File: config.mk
export PLATFORM = sky130hd
export DESIGN_NAME = tdm_demux
export DESIGN_NICKNAME = d
export VERILOG_FILES = /design/src/rtl/tdm_pkg.sv /design/src/rtl/tdm_slot_decoder.sv /design/src/rtl/tdm_demux.sv
export SDC_FILE = /design/constraint.sdc
export NUM_CORES = 1
export LEC_CHECK = 0
export BUFFER_PORTS_ARGS = -buffer_cell sky130_fd_sc_hd__buf_2
export CAP_MARGIN = 20
export CORE_MARGIN = 3
export CORE_UTILIZATION = 40
export DETAILED_ROUTE_END_ITERATION = 10
export HOLD_SLACK_MARGIN = 0.05
export MAX_ROUTING_LAYER = met4
export PLACE_DENSITY = 0.71
export SYNTH_ARGS = -nofsm -noshare
export SYNTH_HDL_FRONTEND = slang
export SYNTH_HIERARCHICAL = 1
export SYNTH_SLANG_ARGS = --single-unit
File: constraint.sdc
create_clock -name clk -period 3.7 [get_ports clk]
set_clock_uncertainty 0.1 [all_clocks]
set_input_delay 0.74 -clock clk [delete_from_list [all_inputs] [get_ports clk]]
set_output_delay 0.74 -clock clk [all_outputs]
set_load 0.02 [all_outputs]
File: src/rtl/tdm_pkg.sv
// rtl/tdm_pkg.sv - shared TDM link types and default geometry
package tdm_pkg;

  typedef enum logic {
    ST_IDLE = 1'b0,
    ST_RUN  = 1'b1
  } tdm_state_t;

  // Shared with the transmit-side mux so both ends agree on frame shape
  localparam int TDM_N_CH = 4;
  localparam int TDM_W    = 8;

endpackage

File: src/rtl/tdm_slot_decoder.sv
// rtl/tdm_slot_decoder.sv - enable-gated slot index to one-hot channel write strobe
module tdm_slot_decoder
  import tdm_pkg::*;
#(
  parameter int N_CH   = TDM_N_CH,
  parameter int SLOT_W = $clog2(TDM_N_CH)
) (
  input  logic              i_en,
  input  logic [SLOT_W-1:0] i_slot,
  output logic [N_CH-1:0]   o_onehot
);

  always_comb begin
    o_onehot = '0;
    for (int k = 0; k < N_CH; k++) begin
      if (i_en && (i_slot == SLOT_W'(k))) begin
        o_onehot[k] = 1'b1;
      end
    end
  end

endmodule

File: src/rtl/tdm_demux.sv
// rtl/tdm_demux.sv - TDM receive demux: routes frame words to per-channel registers
module tdm_demux
  import tdm_pkg::*;
#(
  parameter int N_CH = TDM_N_CH,
  parameter int W    = TDM_W
) (
  input  logic              clk,
  input  logic              rst,
  input  logic [W-1:0]      din,
  input  logic              din_valid,
  input  logic              frame_sync,
  output logic [N_CH*W-1:0] ch_data,
  output logic [N_CH-1:0]   ch_valid,
  output logic              frame_done,
  output logic              sync_err,
  output logic              locked
);

  localparam int SLOT_W = $clog2(N_CH);
  localparam logic [SLOT_W-1:0] LAST_SLOT = SLOT_W'(N_CH - 1);

  tdm_state_t          r_state;
  logic [SLOT_W-1:0]   r_slot;
  logic [N_CH*W-1:0]   r_ch_data;
  logic [N_CH-1:0]     r_ch_valid;
  logic                r_frame_done;
  logic                r_sync_err;
  logic                r_locked;

  logic                w_cap_en;
  logic                w_early;
  logic                w_missing;
  logic [SLOT_W-1:0]   w_cap_slot;
  logic [N_CH-1:0]     w_we;

  // A sync word always lands in slot 0, even mid-frame; an unsynced word at slot 0 loses lock
  always_comb begin
    w_cap_en   = 1'b0;
    w_early    = 1'b0;
    w_missing  = 1'b0;
    w_cap_slot = frame_sync ? '0 : r_slot;
    if (din_valid) begin
      if (frame_sync) begin
        w_cap_en = 1'b1;
        w_early  = (r_state == ST_RUN) && (r_slot != '0);
      end else if (r_state == ST_RUN) begin
        if (r_slot == '0) w_missing = 1'b1;
        else              w_cap_en  = 1'b1;
      end
    end
  end

  tdm_slot_decoder #(
    .N_CH   (N_CH),
    .SLOT_W (SLOT_W)
  ) u_slot_decoder (
    .i_en     (w_cap_en),
    .i_slot   (w_cap_slot),
    .o_onehot (w_we)
  );

  always_ff @(posedge clk) begin
    if (rst) begin
      r_state      <= ST_IDLE;
      r_slot       <= '0;
      r_ch_data    <= '0;
      r_ch_valid   <= '0;
      r_frame_done <= 1'b0;
      r_sync_err   <= 1'b0;
      r_locked     <= 1'b0;
    end else begin
      r_ch_valid   <= w_we;
      r_sync_err   <= w_early | w_missing;
      r_frame_done <= w_cap_en && !frame_sync && (r_slot == LAST_SLOT);
      for (int k = 0; k < N_CH; k++) begin
        if (w_we[k]) r_ch_data[k*W +: W] <= din;
      end
      if (w_cap_en) begin
        r_state  <= ST_RUN;
        r_locked <= 1'b1;
        if (frame_sync)               r_slot <= SLOT_W'(1);
        else if (r_slot == LAST_SLOT) r_slot <= '0;
        else                          r_slot <= r_slot + SLOT_W'(1);
      end else if (w_missing) begin
        r_state  <= ST_IDLE;
        r_locked <= 1'b0;
        r_slot   <= '0;
      end
    end
  end

  assign ch_data    = r_ch_data;
  assign ch_valid   = r_ch_valid;
  assign frame_done = r_frame_done;
  assign sync_err   = r_sync_err;
  assign locked     = r_locked;

endmodule

==> flow_metrics.env, run 1 <==
export IMPL_run_status="finished, final reports clean"
export IMPL_pwr_density_cell_mw_per_mm2=432.8
export IMPL_slew_headroom_pct=44.46
export IMPL_final_setup_tns_ns=0
export IMPL_timing_final_crit_period_ns=2.284
export IMPL_async_flop_share_pct=0
export IMPL_layout_nets=206
export IMPL_drt_iter0_drc=41
export IMPL_reg2reg_depth=7
export IMPL_critical_path_arrival_ns=2.34
export IMPL_multi_input_area_um2=641.9
export IMPL_synth_top_cells_by_area="dfxtp_1 (54%), mux2i_1 (21%), nor2_1 (8.6%)"
export IMPL_ys_types=23
export IMPL_grt_util_all_layers_pct=16.66
export IMPL_synthTopCellsByCount="dfxtp_1 (41), nor2_1 (35), mux2i_1 (32)"
export IMPL_numPortBuffers=50
export IMPL_worst_slew_pin_slew_ns=0.8294
export IMPL_irDropWorstVdd_uv=192.3
export IMPL_vias=1144
export IMPL_synth_largest_type_area_fraction_pct=54.04
export IMPL_num_antenna_cells=0
export IMPL_totalWireLength_um=3257
export IMPL_finalPower_mw=0.8102
export IMPL_r2r_path_start="r_slot[0]"
export IMPL_ys_ff_latch=41
export IMPL_globalRoute_totalOverflow=0
export IMPL_clockRootBuffer="clkbuf_8"
export IMPL_antenna_found_initial=0
export IMPL_wl_per_cell_um=13.68
export IMPL_finalNonFillerCells=238
export IMPL_site_row_count=21
export IMPL_yosys_warnings=6
export IMPL_drcViolationCount=0
export IMPL_grt_pass1_wl_um=5319
export IMPL_postLayoutCoreUtil_pct=53.56
export IMPL_finalHoldViolCount=0
export IMPL_clkTransAtPathRegs_ns=0.07
export IMPL_endpoint_kind="flop"
export IMPL_hold_path_startpoint="ch_data[12]"
export IMPL_post_synth_top_count_cell="dfxtp_1"
export IMPL_worst_hold_path_type="reg -> reg"
export IMPL_whs_path_depth=2
export IMPL_setup_viol=0
export IMPL_number_of_synthesized_flops_with_an_enable_pin=0
export IMPL_first_pass_iters=4
export IMPL_post_cts_repair_setup_buffers=0
export IMPL_register_area_um2=820.8
export IMPL_slew_violations=0
export IMPL_dominantRegCellSynth="dfxtp_1"
export IMPL_grt_setup_unrepaired="no"
export IMPL_clock_insertion_delay_worst_skew_ns=0.29
export IMPL_core_mm2=0.003495
export IMPL_worst_r2r_endpoint="ch_data[7]"
export IMPL_finalCritPeriodShare_pct=61.72
export IMPL_detailed_place_area_mm2=0.001782
export IMPL_htree_levels=2
export IMPL_start_kind="flop"
export IMPL_worst_r2r_setup_slack_ns=1.42
export IMPL_netlist_top_cell_by_area="dfxtp_1"
export IMPL_clk_path_buf_depth=2
export IMPL_layout_setup_ws_ns=1.416
export IMPL_post_placement_worst_setup_slack_ns=1.342
export IMPL_final_layout_size_suffix_gt1_share_pct=31.77
export IMPL_place_detailed_hpwl_um=2315
export IMPL_placed_cells_incl_taps=231
export IMPL_post_cts_resized=0
export IMPL_cts_tree="yes"
export IMPL_synth_cell_area_mm2=0.001519
export IMPL_layout_filler_cells=329
export IMPL_vias_per_cell=4.807
export IMPL_cap_viol_max_count=0
export IMPL_p_leak_nw=0.8355
export IMPL_die_y_um=67.62
export IMPL_final_cell_area_mm2=0.001872
export IMPL_syn_mean_instance_area_um2=10.48
export IMPL_number_of_cts_inserted_buffers=5
export IMPL_ioPinCount=51
export IMPL_crit_fanout=9
export IMPL_max_freq_mhz=437.9
export IMPL_holdPathEnd="ch_data[12]"
export IMPL_timing_worst_setup_path_type="reg -> reg"
export IMPL_effective_utilization_at_floorplan_pct=43.47
export IMPL_die_area_mm2=0.004572
export IMPL_area_growth_syn_to_layout_pct=23.23
export IMPL_clkSinkCount=41
export IMPL_cp_data_required_time_ns=3.76
export IMPL_maximum_number_of_pins_on_one_net_before_global_route_repair=43
export IMPL_post_synth_inst_count=145
export IMPL_synth_net_count=159
export IMPL_die_w_um=67.62
export IMPL_hold_slack_ns=0.3934
export IMPL_gp_congestion=0.7717
export IMPL_final_antenna_net_count=0
export IMPL_grt_pass1_vias=1138
export IMPL_synth_sequential_area_ratio_pct=54.04
export IMPL_post_cts_hold_buffer_count=0
==> state kept, by name, indices dropped and copies added (netlist names) <==
register and count:
ch_valid 4, r_slot 2, ch_data 32, sync_err 1, frame_done 1, locked 1
==> critical path, cell delays in order, from the launching register on <==
cell and delay, ns:
dfxtp_1 0.40, inv_1 0.08, ha_1 0.27, nor2b_1 0.14, o21a_1 0.15, nor3b_2 0.69
mux2i_1 0.26, nor2_1 0.05
==> layer usage <==
metal	routed length (um)	GRT usage, %
met2	1504	24.91
met5	0	-
met4	70	8.861
met3	268	4.825
met1	1414	20.16
==> power breakdown <==
group | switching, mW | internal [mW] | leakage [nW]
Combinational | 0.0382 | 0.0225 | 0.460
Sequential | 0.00491 | 0.449 | 0.332
Clock | 0.148 | 0.147 | 0.0433
Total | 0.191 | 0.619 | 0.836
==> kinds of logic (layout without fill, tap and decap cells) <==
family | Yosys count | count (layout) | synth area share [%]
and+or+nand+nor | 50 | 50 | 15.40
DFF | 41 | 41 | 54.04
AOI/OAI and AO/OA | 6 | 6 | 3.542
adders and majority gates | 2 | 2 | 1.647
muxes | 32 | 32 | 21.09
xor gates and xnor gates | 1 | 1 | 0.5767
buffers and inverters | 13 | 60 | 3.706
==> placed cells by master, fill, tap and decap left out, types with 2 or more instances in the layout <==
master,instances
clkbuf_8,6
mux2i_1,32
nor2b_1,5
dfxtp_1,41
inv_1,3
buf_2,50
a22oi_1,2
ha_1,2
and3b_1,2
nor2_1,35
==> worst max path at each step <==
stage | startpoint | depth (start not counted) | end
floorplan | frame_sync | 6 | ch_data[27]
global placement | frame_sync | 5 | ch_data[0]
detailed placement | frame_sync | 5 | ch_data[6]
CTS | r_slot[0] | 7 | ch_data[7]
global route | r_slot[0] | 7 | ch_data[0]
finish | r_slot[0] | 7 | ch_data[7]
==> layout make-up <==
cell class	instances	share of cell area, %
Inverter	3	0.6016
Clock inverter	1	0.4011
Clock buffer	6	4.412
Multi-Input combinational cell	91	34.29
Sequential cell	41	43.85
Timing Repair Buffer	50	13.37
Tap cell	46	3.075
(Power assumes the default switching activity.)
==> inputs of run 2 (changes only) <==
Settings changed: ABC_AREA set to 1, PLACE_DENSITY 0.71 to 0.74.
Clock period 3.7 ns to 1.98 ns, I/O delays scaled along.
==> run 2 against run 1 <==
Sequential power rose by 88%. Worst setup slack got worse by 1.1 ns. Total power rose by 120%. Count of clock-buffer cells in the layout fell by 1. Global-route usage rose by 0.61 points. Critical endpoint is now ch_data[25].
==> flow_metrics.env, run 2 <==
export IMPL_gate_family_responsible_for_the_most_delay_along_the_worst_path="simple AND/OR/NAND/NOR gates"
export IMPL_grt_util_all_layers_pct=17.27
export IMPL_finalHoldViolCount=0
export IMPL_final_layout_size_suffix_gt1_share_pct=27.35
export IMPL_htree_levels=2
export IMPL_clockRootBuffer="clkbuf_8"
export IMPL_post_cts_hold_buffer_count=0
export IMPL_totalWireLength_um=3382
export IMPL_pwr_density_cell_mw_per_mm2=920.3
export IMPL_synth_top_cells_by_area="dfxtp_1 (56%), nor2_1 (19%), o21ai_0 (9.5%)"
export IMPL_synth_cell_area_mm2=0.001468
export IMPL_globalRoute_totalOverflow=0
export IMPL_finalCritPeriodShare_pct=86.33
export IMPL_grt_pass1_wl_um=5623
export IMPL_clock_insertion_delay_worst_skew_ns=0.29
export IMPL_synthTopCellsByCount="nor2_1 (76), dfxtp_1 (41), o21ai_0 (28)"
export IMPL_die_y_um=66.58
export IMPL_worst_hold_path_type="in -> reg"
export IMPL_wl_per_cell_um=11.62
export IMPL_ys_types=17
export IMPL_crit_path_cell_trace="inv_1 > ha_1 > inv_1 > nand3_1 > nand2_2 > nand2_1 > nor2_1 > buf_4 > o21ai_0 > nor2_1"
export IMPL_clkSinkCount=41
export IMPL_p_leak_nw=0.9993
export IMPL_die_w_um=66.58
export IMPL_netlist_top_cell_by_area="dfxtp_1"
export IMPL_number_of_synthesized_flops_with_an_enable_pin=0
export IMPL_vias=1354
export IMPL_synth_largest_type_area_fraction_pct=55.92
export IMPL_number_of_cts_inserted_buffers=5
export IMPL_setup_viol=0
export IMPL_layout_common_cells="nor2_1 (76), buf_2 (50), dfxtp_1 (41)"
export IMPL_clk_path_buf_depth=2
export IMPL_place_detailed_hpwl_um=2417
export IMPL_ioPinCount=51
export IMPL_async_flop_share_pct=0
export IMPL_layout_commonest_cell="nor2_1"
export IMPL_core_mm2=0.003442
export IMPL_antenna_found_initial=0
export IMPL_worst_path_max_delay_cell="dfxtp_1"
export IMPL_max_stage_delay_ns=0.37
export IMPL_yosys_warnings=6
export IMPL_grt_setup_unrepaired="no"
export IMPL_crit_fanout=5
export IMPL_cp_data_required_time_ns=2.12
export IMPL_critical_path_arrival_ns=1.84
export IMPL_num_antenna_cells=0
export IMPL_slew_headroom_pct=68.81
export IMPL_timing_final_crit_period_ns=1.709
export IMPL_slew_violations=0
export IMPL_grt_pass1_vias=1272
export IMPL_post_synth_top_count_cell="nor2_1"
export IMPL_irDropWorstVdd_uv=588.8
export IMPL_layout_setup_ws_ns=0.2706
export IMPL_largest_register_ffs=32
export IMPL_final_setup_tns_ns=0
export IMPL_dominantRegCellSynth="dfxtp_1"
export IMPL_layout_nets=258
export IMPL_site_row_count=21
export IMPL_clkTransAtPathRegs_ns=0.08
export IMPL_final_antenna_net_count=0
export IMPL_syn_mean_instance_area_um2=7.891
export IMPL_die_area_mm2=0.004432
export IMPL_post_placement_worst_setup_slack_ns=0.2795
export IMPL_max_freq_mhz=585.0
export IMPL_drt_iter0_drc=57
export IMPL_drcViolationCount=0
export IMPL_area_growth_syn_to_layout_pct=30.01
export IMPL_post_cts_resized=0
export IMPL_post_synth_inst_count=186
export IMPL_cts_tree="yes"
export IMPL_vias_per_cell=4.653
export IMPL_synth_net_count=200
export IMPL_run_status="finished, final reports clean"
export IMPL_timing_worst_setup_path_type="reg -> reg"
export IMPL_ys_ff_latch=41
export IMPL_maximum_number_of_pins_on_one_net_before_global_route_repair=36
export IMPL_effective_utilization_at_floorplan_pct=42.64
export IMPL_cap_viol_max_count=0
export IMPL_worst_path_buf_inv=3
export IMPL_first_pass_iters=4
export IMPL_finalPower_mw=1.756
export IMPL_gp_congestion=0.8734
export IMPL_worst_slew_pin_slew_ns=0.4671
export IMPL_start_kind="flop"
export IMPL_endpoint_kind="flop"
export IMPL_synth_sequential_area_ratio_pct=55.92
export IMPL_post_cts_repair_setup_buffers=0
export IMPL_numPortBuffers=50
run 2: cell types whose count changed after synthesis, sizes merged, moves of 3 or more:
cell / delta
clkbuf: -3
o21ai: +33
mux2i: -32
inv: +9
buf: -3
nand2: +7
nor2: +41
nor2b: -5
run 2: where the power goes:
group | switching [mW] | internal, mW
registers | 0.0108 | 0.844
logic | 0.0825 | 0.0387
clock network | 0.280 | 0.501
run 2: area by class of cell:
type	instances	area, um2
tap	46	57.56
timing repair buffer	55	287.8
clock buffer	5	68.82
clock inverter	3	65.06
inverter	12	45.04
sequential	41	820.8
fill	340	1534
multi-input combinational	129	563.0
run 2: stage by stage:
stage          area, um2  util, %  cells  hold slack (ns)
6_report            1908    55.43    291           0.2615
5_1_grt             1908    55.43    291           0.2800
4_1_cts             1908    55.43    291           0.2599
3_5_place_dp        1774    51.54    283           0.3782
3_3_place_gp        1774    51.54    283           0.3720
2_1_floorplan       1468        -    186           0.3543
run 2: path summary, 6_finish.rpt:
path,start,to,slack [ns],cells past startpoint
max,r_slot[0],ch_data[25],0.27,10
min,rst,r_slot[1],0.26,2
max reg2reg,r_slot[0],ch_data[25],0.27,10
min reg2reg,ch_data[4],ch_data[4],0.39,2
run 2: kinds of logic after synthesis:
kind of cell / after synthesis / share of synthesized area [%]
and+or+nand+nor: 90 / 23.87
buffers and inverters: 16 / 5.711
AOI/OAI and AO/OA: 37 / 12.79
adders and majority gates: 2 / 1.705
DFF: 41 / 55.93
run 2: worst reg2reg max path, delay by kind of cell (launching register included):
family	cells	cell delay (ns)
DFF	1	0.37
AOI/OAI and AO/OA	1	0.08
buffers and inverters	3	0.31
adders and majority gates	1	0.23
and+or+nand+nor	5	0.56
run 2: layer usage:
metal	global-route usage (%)	vias up	routed length, um
met1	21.75	594	1572
met5	-	-	0
met3	5.396	5	287
li1	-	707	-
met4	6.853	0	47
met2	25.74	48	1474
